## config.mk

```make
export PLATFORM = sky130hd
export DESIGN_NAME = component_slice_scheduler
export DESIGN_NICKNAME = d
export VERILOG_FILES = /design/src/rtl/component_slice_scheduler.sv
export SDC_FILE = /design/constraint.sdc
export NUM_CORES = 1
export LEC_CHECK = 0
export CAP_MARGIN = 5
export CELL_PAD_IN_SITES_DETAIL_PLACEMENT = 1
export CELL_PAD_IN_SITES_GLOBAL_PLACEMENT = 1
export CORE_MARGIN = 2
export CORE_UTILIZATION = 39
export DETAILED_ROUTE_END_ITERATION = 6
export GPL_TIMING_DRIVEN = 0
export PLACE_DENSITY = 0.82
export SLEW_MARGIN = 10
export SYNTH_ARGS = -nofsm -noshare
export SYNTH_HDL_FRONTEND = slang
export SYNTH_SLANG_ARGS = --single-unit
export TNS_END_PERCENT = 20
```

## constraint.sdc

```tcl
create_clock -name clock -period 5.5 [get_ports clock]
set_clock_uncertainty 0.2 [all_clocks]
set_input_delay 1.1 -clock clock [delete_from_list [all_inputs] [get_ports clock]]
set_output_delay 1.1 -clock clock [all_outputs]
set_load 0.1 [all_outputs]
```

## src/rtl/component_slice_scheduler.sv

```systemverilog
// Sequences one ProRes slice through the component pipeline as Y, Cb, Cr runs,
// gating the pipeline reset and collecting per-component and per-slice bit counts.
module component_slice_scheduler #(
    parameter int TAIL_CYCLES = 63,
    parameter int GAP_CYCLES  = 2
) (
    input  logic        clock,
    input  logic        reset,
    input  logic        start,
    input  logic [3:0]  mb_num,
    input  logic [31:0] comp_bits,
    output logic        busy,
    output logic        comp_reset_n,
    output logic [1:0]  component_id,
    output logic [31:0] block_num,
    output logic        size_valid,
    output logic [31:0] size_bits,
    output logic [31:0] slice_bits,
    output logic        slice_done,
    output logic        start_error
);

    typedef enum logic [2:0] {
        IDLE,
        GAP,
        RUN,
        CAPTURE,
        DONE
    } state_t;

    localparam logic [31:0] GAP_LAST = 32'(GAP_CYCLES - 1);

    // Last RUN count for a component: 64 cycles per block plus the flush tail.
    function automatic logic [31:0] run_last(input logic [31:0] blocks);
        return (blocks << 6) + 32'(TAIL_CYCLES) - 32'd1;
    endfunction

    state_t      state, state_n;
    logic [31:0] cnt, cnt_n;
    logic [3:0]  mb_lat, mb_lat_n;
    logic [1:0]  component_id_n;
    logic [31:0] block_num_n;
    logic [31:0] size_bits_n;
    logic [31:0] slice_bits_n;
    logic        start_error_n;
    logic        mb_ok;

    assign mb_ok = (mb_num >= 4'd1) && (mb_num <= 4'd8);

    always_comb begin
        state_n        = state;
        cnt_n          = cnt;
        mb_lat_n       = mb_lat;
        component_id_n = component_id;
        block_num_n    = block_num;
        size_bits_n    = size_bits;
        slice_bits_n   = slice_bits;
        start_error_n  = 1'b0;

        case (state)
            IDLE: begin
                if (start) begin
                    if (mb_ok) begin
                        mb_lat_n       = mb_num;
                        slice_bits_n   = 32'd0;
                        component_id_n = 2'd0;
                        block_num_n    = {26'd0, mb_num, 2'b00};
                        cnt_n          = 32'd0;
                        state_n        = GAP;
                    end else begin
                        start_error_n = 1'b1;
                    end
                end
            end
            GAP: begin
                if (cnt == GAP_LAST) begin
                    cnt_n   = 32'd0;
                    state_n = RUN;
                end else begin
                    cnt_n = cnt + 32'd1;
                end
            end
            RUN: begin
                if (cnt == run_last(block_num)) begin
                    size_bits_n  = comp_bits;
                    slice_bits_n = slice_bits + comp_bits;
                    cnt_n        = 32'd0;
                    state_n      = CAPTURE;
                end else begin
                    cnt_n = cnt + 32'd1;
                end
            end
            CAPTURE: begin
                if (component_id < 2'd2) begin
                    component_id_n = component_id + 2'd1;
                    block_num_n    = {27'd0, mb_lat, 1'b0};
                    state_n        = GAP;
                end else begin
                    state_n = DONE;
                end
            end
            DONE: begin
                state_n = IDLE;
            end
            default: begin
                state_n = IDLE;
            end
        endcase

        // Any start outside IDLE is dropped without touching progress.
        if (start && (state != IDLE)) begin
            start_error_n = 1'b1;
        end
    end

    // Status outputs are registered from the next state so they align with it.
    always_ff @(posedge clock or posedge reset) begin
        if (reset) begin
            state        <= IDLE;
            cnt          <= 32'd0;
            mb_lat       <= 4'd0;
            busy         <= 1'b0;
            comp_reset_n <= 1'b0;
            component_id <= 2'd0;
            block_num    <= 32'd0;
            size_valid   <= 1'b0;
            size_bits    <= 32'd0;
            slice_bits   <= 32'd0;
            slice_done   <= 1'b0;
            start_error  <= 1'b0;
        end else begin
            state        <= state_n;
            cnt          <= cnt_n;
            mb_lat       <= mb_lat_n;
            busy         <= (state_n != IDLE);
            comp_reset_n <= (state_n == RUN) || (state_n == CAPTURE);
            component_id <= component_id_n;
            block_num    <= block_num_n;
            size_valid   <= (state_n == CAPTURE);
            size_bits    <= size_bits_n;
            slice_bits   <= slice_bits_n;
            slice_done   <= (state_n == DONE);
            start_error  <= start_error_n;
        end
    end

endmodule

```

==> Flow_metrics.wiki <==
{| class="wikitable"
! Metric !! Value
|-
| Highest-count cells in the layout ignoring fill and taps || sky130_fd_sc_hd__nand2_1 (143), sky130_fd_sc_hd__dfrtp_1 (115), sky130_fd_sc_hd__clkdlybuf4s50_1 (114)
|-
| Pin count of the biggest net entering global routing || 86
|-
| Final ANT Viol Nets || 0
|-
| Type of origin of the critical path || input pin
|-
| Overall power of the completed layout || 2.43 mW
|-
| Top-level I/O count || 142
|-
| Maximum clock frequency || 251 MHz
|-
| Distinct cell type count of the synthesized netlist || 60
|-
| TritonCTS clock tree || done
|-
| Clock latency on the worst-skew pair || 0.42 ns
|-
| GRT Resource Usage Total || 0.222
|-
| CTS H-tree depth || 4
|-
| Largest driver fanout on the critical path || 3
|-
| DR WL/cell || 16.8 um
|-
| Seq/Total Area, Yosys || 0.436
|-
| Setup bufs post-CTS || 0
|-
| Worst hold path class || flip-flop to flip-flop
|-
| Total gr overflow || 0
|-
| Longest Clk Path Bufs || 2
|-
| WL final || 19000 um
|-
| IR Drop Worst-Case VDD || 0.202 mV
|-
| Most frequent standard cell in the layout excluding fill and tap cells || sky130_fd_sc_hd__nand2_1
|-
| Top cells by area, synth || sky130_fd_sc_hd__dfrtp_1 (44%), sky130_fd_sc_hd__nand2_1 (8.1%), sky130_fd_sc_hd__ha_1 (6.4%), sky130_fd_sc_hd__xor2_1 (4.6%), sky130_fd_sc_hd__nand3_1 (4.6%)
|-
| Post-Syn Area || 6600 sq um
|-
| Max_slew headroom || 0.288
|-
| Largest area contributor in the synthesized netlist || sky130_fd_sc_hd__dfrtp_1
|-
| Per-cell via count in the routed design || 5.17
|-
| Warning count from the yosys run || 0
|-
| Post-route fraction of the period consumed by the critical path || 0.724
|-
| Critical path buffers and inverters || 1
|-
| Setup crit end || slice_bits[28]
|-
| Initial standard-cell utilization of the core || 0.398
|-
| Die Height || 134 um
|-
| Setup slack of the worst register-to-register path || 2.27 ns
|-
| Final Setup Violations || 0
|-
| Post-CTS Hold Buffers || 0
|-
| Clock-pin slew on the worst setup and hold paths || 0.05 ns
|-
| Final number of hold-violating endpoints || 0
|-
| Least-Margin Pin Slew || 1.06 ns
|-
| DRC violations left || 0
|-
| Synthesis-to-finish area growth || 32.3%
|-
| Proportion of synthesized flip-flops having asynchronous set or reset || 1.00
|-
| Cell with the biggest individual delay on the critical path || sky130_fd_sc_hd__clkdlybuf4s50_1
|-
| Placer congestion estimate || 0.820
|-
| Min-Delay Path Depth || 2
|-
| Net total in the final layout || 975
|-
| Vias in the first global route || 6220
|-
| Predominant post-synthesis flop cell || sky130_fd_sc_hd__dfrtp_1
|-
| Number of buffers added by the clock tree synthesis step || 17
|-
| Standard cell core area || 16600 sq um
|-
| Die area || 18000 sq um
|-
| Crit path max-delay family || compound AO/OA/AOI/OAI gates
|-
| Slowest stage delay, CP || 0.44 ns
|-
| Count of final max-slew check failures || 0
|-
| Synth Register Bits || 115
|-
| Final Cell Area || 8730 sq um
|-
| Worst R2R Path Depth || 12
|-
| Synthesized area per cell || 8.91 sq um
|-
| Detailed-route via count || 5856
|-
| Worst-path cell chain || clkdlybuf4s50_1, ha_1, fa_1, a21o_1, a31oi_1, nor4_2, o21a_2, a21boi_2, o21a_4, nor2_1, a41oi_2, xor2_1, o21ai_1
|-
| Top cell type's share of synthesized area || 0.436
|-
| Startpoint of the lowest-slack register-to-register path || slice_bits[0]
|-
| Number of antenna repair diodes || 0
|-
| Number of maximum-capacitance violations || 0
|-
| Instance area at placement || 8150 sq um
|-
| Data required time of the critical path || 5.58 ns
|-
| Global-route wire length before repair || 31600 um
|-
| Static leakage power || 4.00 nW
|-
| Initial antenna violation count || 0
|-
| Post-layout min period || 3.98 ns
|-
| Outcome || finished, final reports clean
|-
| Detailed router's first-iteration violation count || 191
|-
| Resized cells post-CTS || 0
|-
| Crit path arrival time || 4.06 ns
|-
| Filler Cells Inserted || 1962
|-
| Layout cells sized above 1 || 0.0975
|-
| Power Dens Cells || 278 nW/um^2
|-
| Beginning of the critical path || comp_bits[0]
|-
| Port buffer count || 114
|-
| Gate count after technology mapping || 741
|-
| Number of core rows || 47
|-
| R2r endpoint || slice_bits[28]
|-
| Number of flops mapped to enable cells by yosys || 0
|-
| Width of the chip || 134 um
|-
| DP HPWL || 13800 um
|-
| Crit end category || flip-flop
|-
| Buffer type at the clock tree root || sky130_fd_sc_hd__clkbuf_16
|-
| Type of the setup path with the least slack || input pin to flip-flop
|-
| Cell count along the critical path || 13
|-
| Number of sinks handled by clock tree synthesis || 115
|-
| Number of detailed-routing iterations run before antenna repair || 5
|-
| Setup repair after global routing missed its margin || false
|}
## worst min-delay path by stage
stage / from / end / slack [ns]
final: size_bits[9] / size_bits[9] / 0.26
after CTS: size_bits[13] / size_bits[13] / 0.27
after global placement: size_bits[4] / size_bits[4] / 0.25
after global routing: size_bits[11] / size_bits[11] / 0.29
after floorplan: mb_lat[0] / block_num[1] / 0.26
after detailed placement: size_bits[13] / size_bits[13] / 0.26
## synthesized netlist by cell type, types with 11 or more instances
library cell                 n
sky130_fd_sc_hd__dfrtp_1   115
sky130_fd_sc_hd__nand4_1    11
sky130_fd_sc_hd__nand2_1   143
sky130_fd_sc_hd__ha_1       34
sky130_fd_sc_hd__xor2_1     35
sky130_fd_sc_hd__nor2_1     48
sky130_fd_sc_hd__a21o_1     16
sky130_fd_sc_hd__o21ai_0    54
sky130_fd_sc_hd__a21oi_1    29
sky130_fd_sc_hd__inv_1      17
sky130_fd_sc_hd__nand3_1    61
sky130_fd_sc_hd__buf_4      27
sky130_fd_sc_hd__xnor2_1    20
sky130_fd_sc_hd__clkbuf_1   19
## per-layer routing
metal / track usage / vias up / share of wire / routed length, um
met5: 0 / - / 0 / 0
met4: 0.0655 / 0 / 0.0090 / 172
met3: 0.0488 / 15 / 0.050 / 949
met2: 0.385 / 114 / 0.50 / 9560
met1: 0.278 / 2894 / 0.44 / 8330
li1: - / 2833 / - / -
## cell type report
class,count,area (sq um),share of cell area
Timing Repair Buffer,115,1170,0.134
Clock buffer,21,450,0.0516
Multi-Input combinational cell,580,3440,0.394
Inverter,17,68.8,0.00788
Sequential cell,115,2880,0.330
Buffer,55,317,0.0362
Tap cell,220,275,0.0315
Clock inverter,10,134,0.0153
## worst register-to-register path: cells and delay by family, from the launching register on
kind	cells	cell delay [ns]
and+or+nand+nor	2	0.20
xor gates and xnor gates	1	0.19
adders and majority gates	2	0.64
AOI/OAI and AO/OA	7	1.46
DFF	1	0.40
## report_power, final
group / switching, mW / internal (mW)
registers: 0.0106 / 0.858
logic: 0.311 / 0.140
clock network: 0.393 / 0.718
total: 0.715 / 1.72
## cell families after synthesis
group	after synthesis	share of synthesized area
XOR/XNOR	56	0.0754
buffers and inverters	72	0.0576
multiplexers	5	0.00853
AO/OA/AOI/OAI	141	0.132
flip-flops	115	0.436
AND/OR/NAND/NOR	316	0.222
adder cells (fa/ha/maj)	35	0.0675
other	1	0.000568
## flip-flops by register name, summed over array words and instances (netlist names)
name,cells
slice_done,1
busy,1
size_valid,1
size_bits,32
component_id,2
cnt,32
start_error,1
comp_reset_n,1
mb_lat,4
block_num,5
slice_bits,32
state,3
## per-stage QoR
stage | setup slack [ns] | cells | hold WS, ns | TNS (ns) | utilization
after floorplan | 1.16 | 767 | 0.263 | 0 | -
after global placement | -0.710 | 1101 | 0.250 | -80.54 | 0.489
after detailed placement | 1.12 | 1102 | 0.259 | 0 | 0.491
after CTS | 1.50 | 1133 | 0.270 | 0 | 0.527
after global routing | 1.36 | 1133 | 0.288 | 0 | 0.527
final | 1.52 | 1133 | 0.264 | 0 | 0.527
Note: power is estimated with default switching activity, not from simulation.
